===== src/rtl/float_class_gen.sv =====
// float_class_gen
//    Stimulus source for FPU self-test. A request carries a one-hot class code
//    (the same encoding the classifier produces) and a beat count. The block
//    then emits a burst of half-precision values on a valid/ready stream. Each
//    value belongs to the requested class. Exponent and fraction bits come from
//    an internal 16-bit LFSR.
//
//    Ports
//       CLK        clock, rising edge
//       RST        synchronous active-high reset
//       req_valid  request present
//       req_ready  generator idle and able to accept a request
//       req_class  one-hot class code: 0 -inf, 1 -normal, 2 -subnormal, 3 -0,
//                  4 +0, 5 +subnormal, 6 +normal, 7 +inf, 8 sNaN, 9 qNaN
//       req_count  number of beats in the burst (0 is rejected)
//       out_valid  out_float holds a beat
//       out_ready  downstream accepts the beat
//       out_float  generated value
//       out_last   final beat of the burst
//       err        one-cycle pulse for a rejected request
//       busy       burst in progress
module float_class_gen #(
   parameter int          FLOAT_WIDTH    = 16,
   parameter int          EXPONENT_WIDTH = 5,
   parameter int          FRACTION_WIDTH = 10,
   parameter int          COUNT_W        = 8,
   parameter logic [15:0] LFSR_SEED      = 16'hACE1
) (
   input  logic                   CLK,
   input  logic                   RST,
   input  logic                   req_valid,
   output logic                   req_ready,
   input  logic [9:0]             req_class,
   input  logic [COUNT_W-1:0]     req_count,
   output logic                   out_valid,
   input  logic                   out_ready,
   output logic [FLOAT_WIDTH-1:0] out_float,
   output logic                   out_last,
   output logic                   err,
   output logic                   busy
);

   // A seed of zero would lock the LFSR at zero, so it falls back to ACE1.
   localparam logic [15:0] SEED_EFF = (LFSR_SEED == 16'h0000) ? 16'hACE1 : LFSR_SEED;

   localparam logic [FLOAT_WIDTH-1:0] HALF_INF   = {1'b0, {EXPONENT_WIDTH{1'b1}}, {FRACTION_WIDTH{1'b0}}};
   localparam logic [FLOAT_WIDTH-1:0] HALF_INFN  = {1'b1, {EXPONENT_WIDTH{1'b1}}, {FRACTION_WIDTH{1'b0}}};
   localparam logic [FLOAT_WIDTH-1:0] HALF_ZERO  = {FLOAT_WIDTH{1'b0}};
   localparam logic [FLOAT_WIDTH-1:0] HALF_ZERON = {1'b1, {(FLOAT_WIDTH-1){1'b0}}};
   localparam logic [FLOAT_WIDTH-1:0] HALF_SNAN  = {1'b0, {EXPONENT_WIDTH{1'b1}}, 2'b01, {(FRACTION_WIDTH-2){1'b0}}};
   localparam logic [FLOAT_WIDTH-1:0] HALF_QNAN  = {1'b0, {EXPONENT_WIDTH{1'b1}}, 1'b1, {(FRACTION_WIDTH-1){1'b0}}};

   localparam logic [EXPONENT_WIDTH-1:0] EXP_MIN  = EXPONENT_WIDTH'(1);
   localparam logic [EXPONENT_WIDTH-1:0] EXP_MAX  = {{(EXPONENT_WIDTH-1){1'b1}}, 1'b0};
   localparam logic [EXPONENT_WIDTH-1:0] EXP_ZERO = {EXPONENT_WIDTH{1'b0}};

   typedef enum logic {
      IDLE,
      GEN
   } state_e;

   state_e                     state_q;
   logic [9:0]                 classLat_q;
   logic [COUNT_W-1:0]         remain_q;
   logic [15:0]                lfsr_q;
   logic [15:0]                lfsr_d;
   logic                       outValid_q;
   logic                       reqReady_q;
   logic                       err_q;
   logic                       busy_q;
   logic                       reqOk;
   logic [EXPONENT_WIDTH-1:0]  rndExp;
   logic [EXPONENT_WIDTH-1:0]  normExp;
   logic [FRACTION_WIDTH-1:0]  rndFrac;
   logic [FRACTION_WIDTH-1:0]  subFrac;
   logic [FLOAT_WIDTH-1:0]     floatVal;

   // The next LFSR step. It is committed only on a beat handshake.
   assign lfsr_d = {lfsr_q[14:0], lfsr_q[15] ^ lfsr_q[13] ^ lfsr_q[12] ^ lfsr_q[10]};

   // A request is legal only when exactly one class bit is set and the burst is non-empty.
   assign reqOk = (req_class != 10'd0) && ((req_class & (req_class - 10'd1)) == 10'd0)
                  && (req_count != '0);

   // Raw random fields, plus clamped versions that keep values inside their class.
   // A normal exponent avoids 0 (subnormal/zero) and all-ones (inf/NaN).
   // A subnormal fraction avoids 0 (zero).
   assign rndExp  = lfsr_q[EXPONENT_WIDTH+FRACTION_WIDTH-1:FRACTION_WIDTH];
   assign rndFrac = lfsr_q[FRACTION_WIDTH-1:0];
   assign normExp = (rndExp == EXP_ZERO) ? EXP_MIN :
                    (&rndExp)            ? EXP_MAX : rndExp;
   assign subFrac = (rndFrac == '0) ? FRACTION_WIDTH'(1) : rndFrac;

   // The value depends only on the latched class and the LFSR.
   // It therefore holds steady while the downstream stalls.
   always_comb begin
      floatVal = HALF_ZERO;
      case (classLat_q)
         10'h001: floatVal = HALF_INFN;
         10'h002: floatVal = {1'b1, normExp, rndFrac};
         10'h004: floatVal = {1'b1, EXP_ZERO, subFrac};
         10'h008: floatVal = HALF_ZERON;
         10'h010: floatVal = HALF_ZERO;
         10'h020: floatVal = {1'b0, EXP_ZERO, subFrac};
         10'h040: floatVal = {1'b0, normExp, rndFrac};
         10'h080: floatVal = HALF_INF;
         10'h100: floatVal = HALF_SNAN;
         10'h200: floatVal = HALF_QNAN;
         default: floatVal = HALF_ZERO;
      endcase
   end

   // Request/burst FSM. All handshake flags are registered.
   // req_ready therefore stays low through reset and for the cycle of the final beat.
   always_ff @(posedge CLK) begin
      if (RST) begin
         state_q    <= IDLE;
         classLat_q <= '0;
         remain_q   <= '0;
         lfsr_q     <= SEED_EFF;
         outValid_q <= 1'b0;
         reqReady_q <= 1'b0;
         err_q      <= 1'b0;
         busy_q     <= 1'b0;
      end else begin
         err_q <= 1'b0;
         unique case (state_q)
            IDLE: begin
               reqReady_q <= 1'b1;
               if (req_valid && reqReady_q) begin
                  if (!reqOk) begin
                     err_q <= 1'b1;
                  end else begin
                     classLat_q <= req_class;
                     remain_q   <= req_count;
                     state_q    <= GEN;
                     reqReady_q <= 1'b0;
                     outValid_q <= 1'b1;
                     busy_q     <= 1'b1;
                  end
               end
            end
            GEN: begin
               if (outValid_q && out_ready) begin
                  lfsr_q   <= lfsr_d;
                  remain_q <= remain_q - COUNT_W'(1);
                  if (remain_q == COUNT_W'(1)) begin
                     state_q    <= IDLE;
                     outValid_q <= 1'b0;
                     busy_q     <= 1'b0;
                     reqReady_q <= 1'b1;
                  end
               end
            end
         endcase
      end
   end

   assign req_ready = reqReady_q;
   assign out_valid = outValid_q;
   assign out_float = floatVal;
   assign out_last  = outValid_q && (remain_q == COUNT_W'(1));
   assign err       = err_q;
   assign busy      = busy_q;

endmodule


===== config.mk =====
export PLATFORM = sky130hd
export DESIGN_NAME = float_class_gen
export DESIGN_NICKNAME = d
export VERILOG_FILES = /design/src/rtl/float_class_gen.sv
export SDC_FILE = /design/constraint.sdc
export NUM_CORES = 1
export LEC_CHECK = 0
export ABC_CLOCK_PERIOD_IN_PS = 1700
export BUFFER_PORTS_ARGS = -buffer_cell sky130_fd_sc_hd__buf_2
export CAP_MARGIN = 20
export CORE_UTILIZATION = 49
export DETAILED_ROUTE_END_ITERATION = 10
export GPL_ROUTABILITY_DRIVEN = 0
export PLACE_DENSITY = 0.72
export SYNTH_ARGS = -nofsm -noshare
export SYNTH_HDL_FRONTEND = slang
export SYNTH_SLANG_ARGS = --single-unit

===== constraint.sdc =====
create_clock -name CLK -period 1.7 [get_ports CLK]
set_input_delay 0.085 -clock CLK [delete_from_list [all_inputs] [get_ports CLK]]
set_output_delay 0.085 -clock CLK [all_outputs]
set_load 0.01 [all_outputs]

# Yosys cells after proc, flatten, opt, wreduce, memory -nomap -nowiden
# Index checks and enable logic that the tools add are counted.
# word_totals
wordCells,69
ff_bits,38
inputBits,22
# classes
muxes,23
eq_ne,14
n_reduce_logical,17
n_bitwise,6
addsub,2
# op_table
cell,count
one-hot mux 16 bit (9 select lines),1
2-to-1 mux 8 bit,3
zero test 10 bit,2
one-hot mux 8 bit (2 select lines),1
2-to-1 mux 1 bit,12
bitwise AND 10 bit,1
== test 10 x 1 -> 1 bit (second input constant),1
== test 10 bit (second input constant),1
== test 10 x 2 -> 1 bit (second input constant),1
== test 10 x 3 -> 1 bit (second input constant),1
== test 10 x 4 -> 1 bit (second input constant),1
== test 10 x 6 -> 1 bit (second input constant),1
== test 10 x 7 -> 1 bit (second input constant),1
== test 10 x 8 -> 1 bit (second input constant),1
== test 10 x 9 -> 1 bit (second input constant),1
2-to-1 mux 10 bit,1
2-to-1 mux 5 bit,2
nonzero test 10 bit,1
subtractor 10 x 1 -> 10 bit (second input constant),1
== test 8 x 1 -> 1 bit (second input constant),1
nonzero test 8 bit,1
subtractor 8 x 1 -> 8 bit (second input constant),1
one-hot mux 1 bit (2 select lines),3
AND reduction 3 bit,2
10 further kinds,20

# Depth between registers and ports, before layout
# logic_depth
ltp_word,8
depth_mapped,7
depth_no_buf,7

# Worst setup path after synthesis
# OpenSTA, ideal clock, no wires.
# synth_timing
kind,register to output
start,reg classLat_q[0]
end,out out_float[1]
path_stages_with_launch,5
arrival_time_ns,1.750
setup_slack_ns,-0.135
cell_sequence,dfxtp_1 > or4_1 > nor3_1 > a21oi_1 > nor2b_1
# synth_between
elab_chain_len,2
word_cells_on_any_way,10
classes_between,eq/ne: 9; mux: 1
# synth_lines
element,line_no,source
from (decl),63,logic [9:0] classLat_q;
from (signal assigned),134,classLat_q <= req_class;
== test 10 bit (tied with other cells),98,case (classLat_q)
one-hot mux 16 bit (9 select lines) (*),98,
to (decl),37,"output logic [FLOAT_WIDTH-1:0] out_float,"
# Every way passes the cells marked *; elsewhere a longest branch is shown, timed or not.

# Worst setup path in the final report
# layout_timing
start,reg classLat_q[9]
end,out out_float[2]
# Same word-level chain as after synthesis.

==> implementation parameters <==
Parameter                              Value

Critical path
  Endpoint kind of the worst setup timing path    output port
  Type of the worst setup path    reg2out
  Endpoint of the worst register-to-register path    classLat_q[2]
  Crit path max fanout    7
  Kind of start point of the critical path    flop
  Startpoint of the worst-slack reg-to-reg timing path    state_q
  Reg2Reg Setup Slack    between 0.15 and 0.2 ns
  Critical path data arrival time    2.01 ns
  Critical path required time    1.62 ns
  Worst Reg2Reg Path Length in Cells    6

Clock tree
  Number of buffers inserted by hold repair at cts    0
  CTS clk-pin slew, worst paths    0.08 ns
  Buffer cell driving the clock tree root    sky130_fd_sc_hd__clkbuf_8
  TritonCTS clock tree    done
  Insertion delay of the later-clocked pin in the worst-skew pair    around 0.30 ns
  TritonCTS buffer count    5
  Number of levels the H-tree was split into    2
  Maximum count of clock buffers along a single path    2
  Total clock sinks    38

Yosys
  Post-Syn Nets    298
  Register area share after synthesis    between 30% and 40%
  Count of flip-flops with a built-in enable after synthesis    0
  Synth Register Bits    38
  Gate Count Post-Synth    between 200 and 300
  Mean instance size in the synthesized netlist    7.88 µm²
  Mapped cell area    around 2200 µm²
  Top FF cell, synth    sky130_fd_sc_hd__dfxtp_1
  Share of flip-flops with an asynchronous set or reset    0%
  Count of unique library cells instantiated by Yosys    46
  Warnings, synthesis    0

STA
  Count of pins over their slew limit    0
  Number of hold-slack violations in the final timing report    0
  Final setup violation count    16
  Rel. slew slack    between 70% and 80%
  Crit path setup slack, layout    -0.394 ns
  Worst Max-Slew Pin Slew    between 0.4 and 0.5 ns
  Fin crit share    123%
  Shortest clock period the worst path allows after layout    2.09 ns
  RSZ-0062 raised after global routing    true
  Highest clock rate    about 480 MHz
  Final-layout worst hold slack    0.0717 ns
  Max Clock Skew    ~0.0047 ns

Drt
  Via density    roughly 5.4
  Via count of the routed design    about 2200
  Post-route ant nets    0
  Avg WL per Cell    ~13 µm
  Number of DRC markers after the initial detailed-route iteration    about 150
  First-pass iteration count of the detailed router    4
  Remaining DRCs    0
  DRT Wirelength    about 5.4 mm

Status
  Status    complete, but fails checks
  Violations in the final reports    negative setup slack

Hold path
  Cell depth of the worst min-delay path    3
  Endpoint of the worst hold-timing path    classLat_q[9]
  Worst hold path class    in2reg
  Min-Delay Startpoint    req_class[9]

Cells and area
  Area of all placed cells without fillers    a little under 3000 µm²
  Area growth, synth to finish    35.3%
  Net total in the final layout    approximately 380
  Filler cells    325
  Final core occ    between 70% and 80%
  Fraction of final layout cells sized beyond drive strength 1    between 30% and 40%
  Total inserted antenna cells    0

Power
  VDD IR-drop max    around 0.40 mV
  Power per standard cell area    ~670 nW/µm²
  Leak pwr    roughly 1.4 nW

Place
  Port buffer count    42
  Post-placement cell area    approximately 2700 µm²
  Half-perimeter wire length after detailed placement    3.80 mm

Global route
  Total routing resource utilization after global routing    25.0%
  GRT Residual Overflow    0
  Vias in the first global route    around 2000
  Antenna violations before repair    0
  Pin count of the biggest net entering global routing    23
  First-pass GRT wire length    between 8 and 9 mm

Die
  Chip height    slightly below 70 µm
  Count of boundary I/O pins    43
  Die width    between 60 and 70 µm
  Die area    between 4000 and 5000 µm²
  Initial Utilization    52.4%
  Cell Rows    23
  Floorplan core area    4120 µm²

Job
  Maximum Capacitance Violations    0
-- worst max-delay path by stage --
stage               slack, ns            to  cells past startpoint          start
floorplan               -0.02  out_float[1]                      5  classLat_q[9]
global placement        -0.15   remain_q[0]                      8   req_class[0]
detailed placement      -0.20   remain_q[0]                      8   req_class[0]
CTS                     -0.39  out_float[2]                      6  classLat_q[9]
global route            -0.46  out_float[6]                      6  classLat_q[9]
finish                  -0.39  out_float[2]                      6  classLat_q[9]
-- cells by family after synthesis --
family | synth area share, %
compound gates | 18.6
flops | 35.2
fa+ha+maj | 1.68
simple gates | 32.1
xor+xnor | 4.06
mux | 3.83
buf+inv | 4.46
-- placed cells by master, fill, tap and decap left out, types with 3 or more instances in the layout --
cell | Yosys | routed
sky130_fd_sc_hd__buf_4 | 1 | 41
sky130_fd_sc_hd__nor2b_2 | 0 | 7
sky130_fd_sc_hd__clkbuf_8 | 0 | 5
sky130_fd_sc_hd__or4_4 | 0 | 3
sky130_fd_sc_hd__nor4_1 | 4 | 3
sky130_fd_sc_hd__nor3_1 | 6 | 5
sky130_fd_sc_hd__inv_1 | 9 | 8
sky130_fd_sc_hd__buf_2 | 2 | 41
sky130_fd_sc_hd__nand3_1 | 21 | 21
sky130_fd_sc_hd__o21ai_0 | 8 | 8
sky130_fd_sc_hd__nand3b_1 | 10 | 10
sky130_fd_sc_hd__o21ai_1 | 4 | 4
sky130_fd_sc_hd__a21oi_2 | 3 | 3
sky130_fd_sc_hd__or4_1 | 6 | 3
sky130_fd_sc_hd__a21o_1 | 6 | 6
sky130_fd_sc_hd__dfxtp_1 | 38 | 37
sky130_fd_sc_hd__nand2_1 | 48 | 48
sky130_fd_sc_hd__mux2i_1 | 6 | 6
sky130_fd_sc_hd__xnor2_1 | 5 | 5
sky130_fd_sc_hd__nor2b_1 | 10 | 3
sky130_fd_sc_hd__a21oi_1 | 21 | 20
sky130_fd_sc_hd__xor2_1 | 5 | 5
sky130_fd_sc_hd__nor2_1 | 17 | 16
-- worst max-delay path, stage by stage, from the launching register on --
cell and delay, ns:
sky130_fd_sc_hd__dfxtp_1 0.32, sky130_fd_sc_hd__or4_4 0.53, sky130_fd_sc_hd__or3_4 0.42, sky130_fd_sc_hd__inv_2 0.08, sky130_fd_sc_hd__a21oi_4 0.09, sky130_fd_sc_hd__nor2b_2 0.13, sky130_fd_sc_hd__buf_2 0.13
-- flip-flops by register name, indices dropped and copies added, names as in the netlist --
register    flops
err             1
classLat_q     10
state_q         1
remain_q        8
lfsr_q         16
busy            1
req_ready       1
-- cell usage after synthesis, types with 3 or more instances --
library cell | number | area (µm²)
sky130_fd_sc_hd__nand3b_1 | 10 | 75.1
sky130_fd_sc_hd__xnor2_1 | 5 | 43.8
sky130_fd_sc_hd__nor2b_1 | 10 | 62.6
sky130_fd_sc_hd__nor2_1 | 17 | 63.8
sky130_fd_sc_hd__or4_1 | 6 | 45.0
sky130_fd_sc_hd__a32o_1 | 3 | 30.0
sky130_fd_sc_hd__nor3_1 | 6 | 30.0
sky130_fd_sc_hd__nand2_1 | 48 | 180
sky130_fd_sc_hd__clkbuf_1 | 7 | 26.3
sky130_fd_sc_hd__a21o_1 | 6 | 45.0
sky130_fd_sc_hd__nor4_1 | 4 | 25.0
sky130_fd_sc_hd__mux2i_1 | 6 | 60.1
sky130_fd_sc_hd__o21ai_1 | 4 | 20.0
sky130_fd_sc_hd__xor2_1 | 5 | 43.8
sky130_fd_sc_hd__inv_1 | 9 | 33.8
sky130_fd_sc_hd__a21oi_2 | 3 | 26.3
sky130_fd_sc_hd__nand3_1 | 21 | 105
sky130_fd_sc_hd__dfxtp_1 | 38 | 761
sky130_fd_sc_hd__a21oi_1 | 21 | 105
sky130_fd_sc_hd__o21ai_0 | 8 | 40.0
-- stage by stage --
step	TNS (ns)	setup slack [ns]	cells	power [mW]
after floorplan	-0.142	-0.0203	274	0.970
after global placement	-2.36	-0.154	392	1.05
after detailed placement	-2.89	-0.204	392	1.05
after CTS	-5.20	-0.393	401	1.98
after global routing	-6.17	-0.463	403	2.02
final	-5.09	-0.394	403	1.97
-- layout make-up --
cell class              count  area, µm²  area share, %
multi-input cells         214       1390           47.6
flip-flops and latches     38        762           26.1
repair buffers             84        536           18.3
clock buffers               5       68.8           2.36
clock inverters             3       68.8           2.36
well taps                  50       62.6           2.14
inverters                   9       33.8           1.16
-- per-layer routing --
metal	share of wire, %	vias to the layer above	global-route usage, %
met5	0	-	0
met4	1.8	0	11.2
met1	48	991	31.0
met2	47	62	41.7
li1	-	1130	-
met3	3.6	9	4.50
-- report_power, final --
part | switching (mW) | internal, mW | leakage [nW]
Sequential | 0.00135 | 0.892 | 0.307
Combinational | 0.0710 | 0.0655 | 0.977
Clock | 0.350 | 0.588 | 0.0683
Total | 0.422 | 1.55 | 1.35
-- timing repair --
action | in CTS | in global routing
buffers inserted | 1 | 2
gates resized for setup | 11 | 3
setup endpoints to repair | 16 | 17
pin swaps | 5 | 2
hold endpoints to repair | 0 | 0
Power figures use the tool's default switching activity.
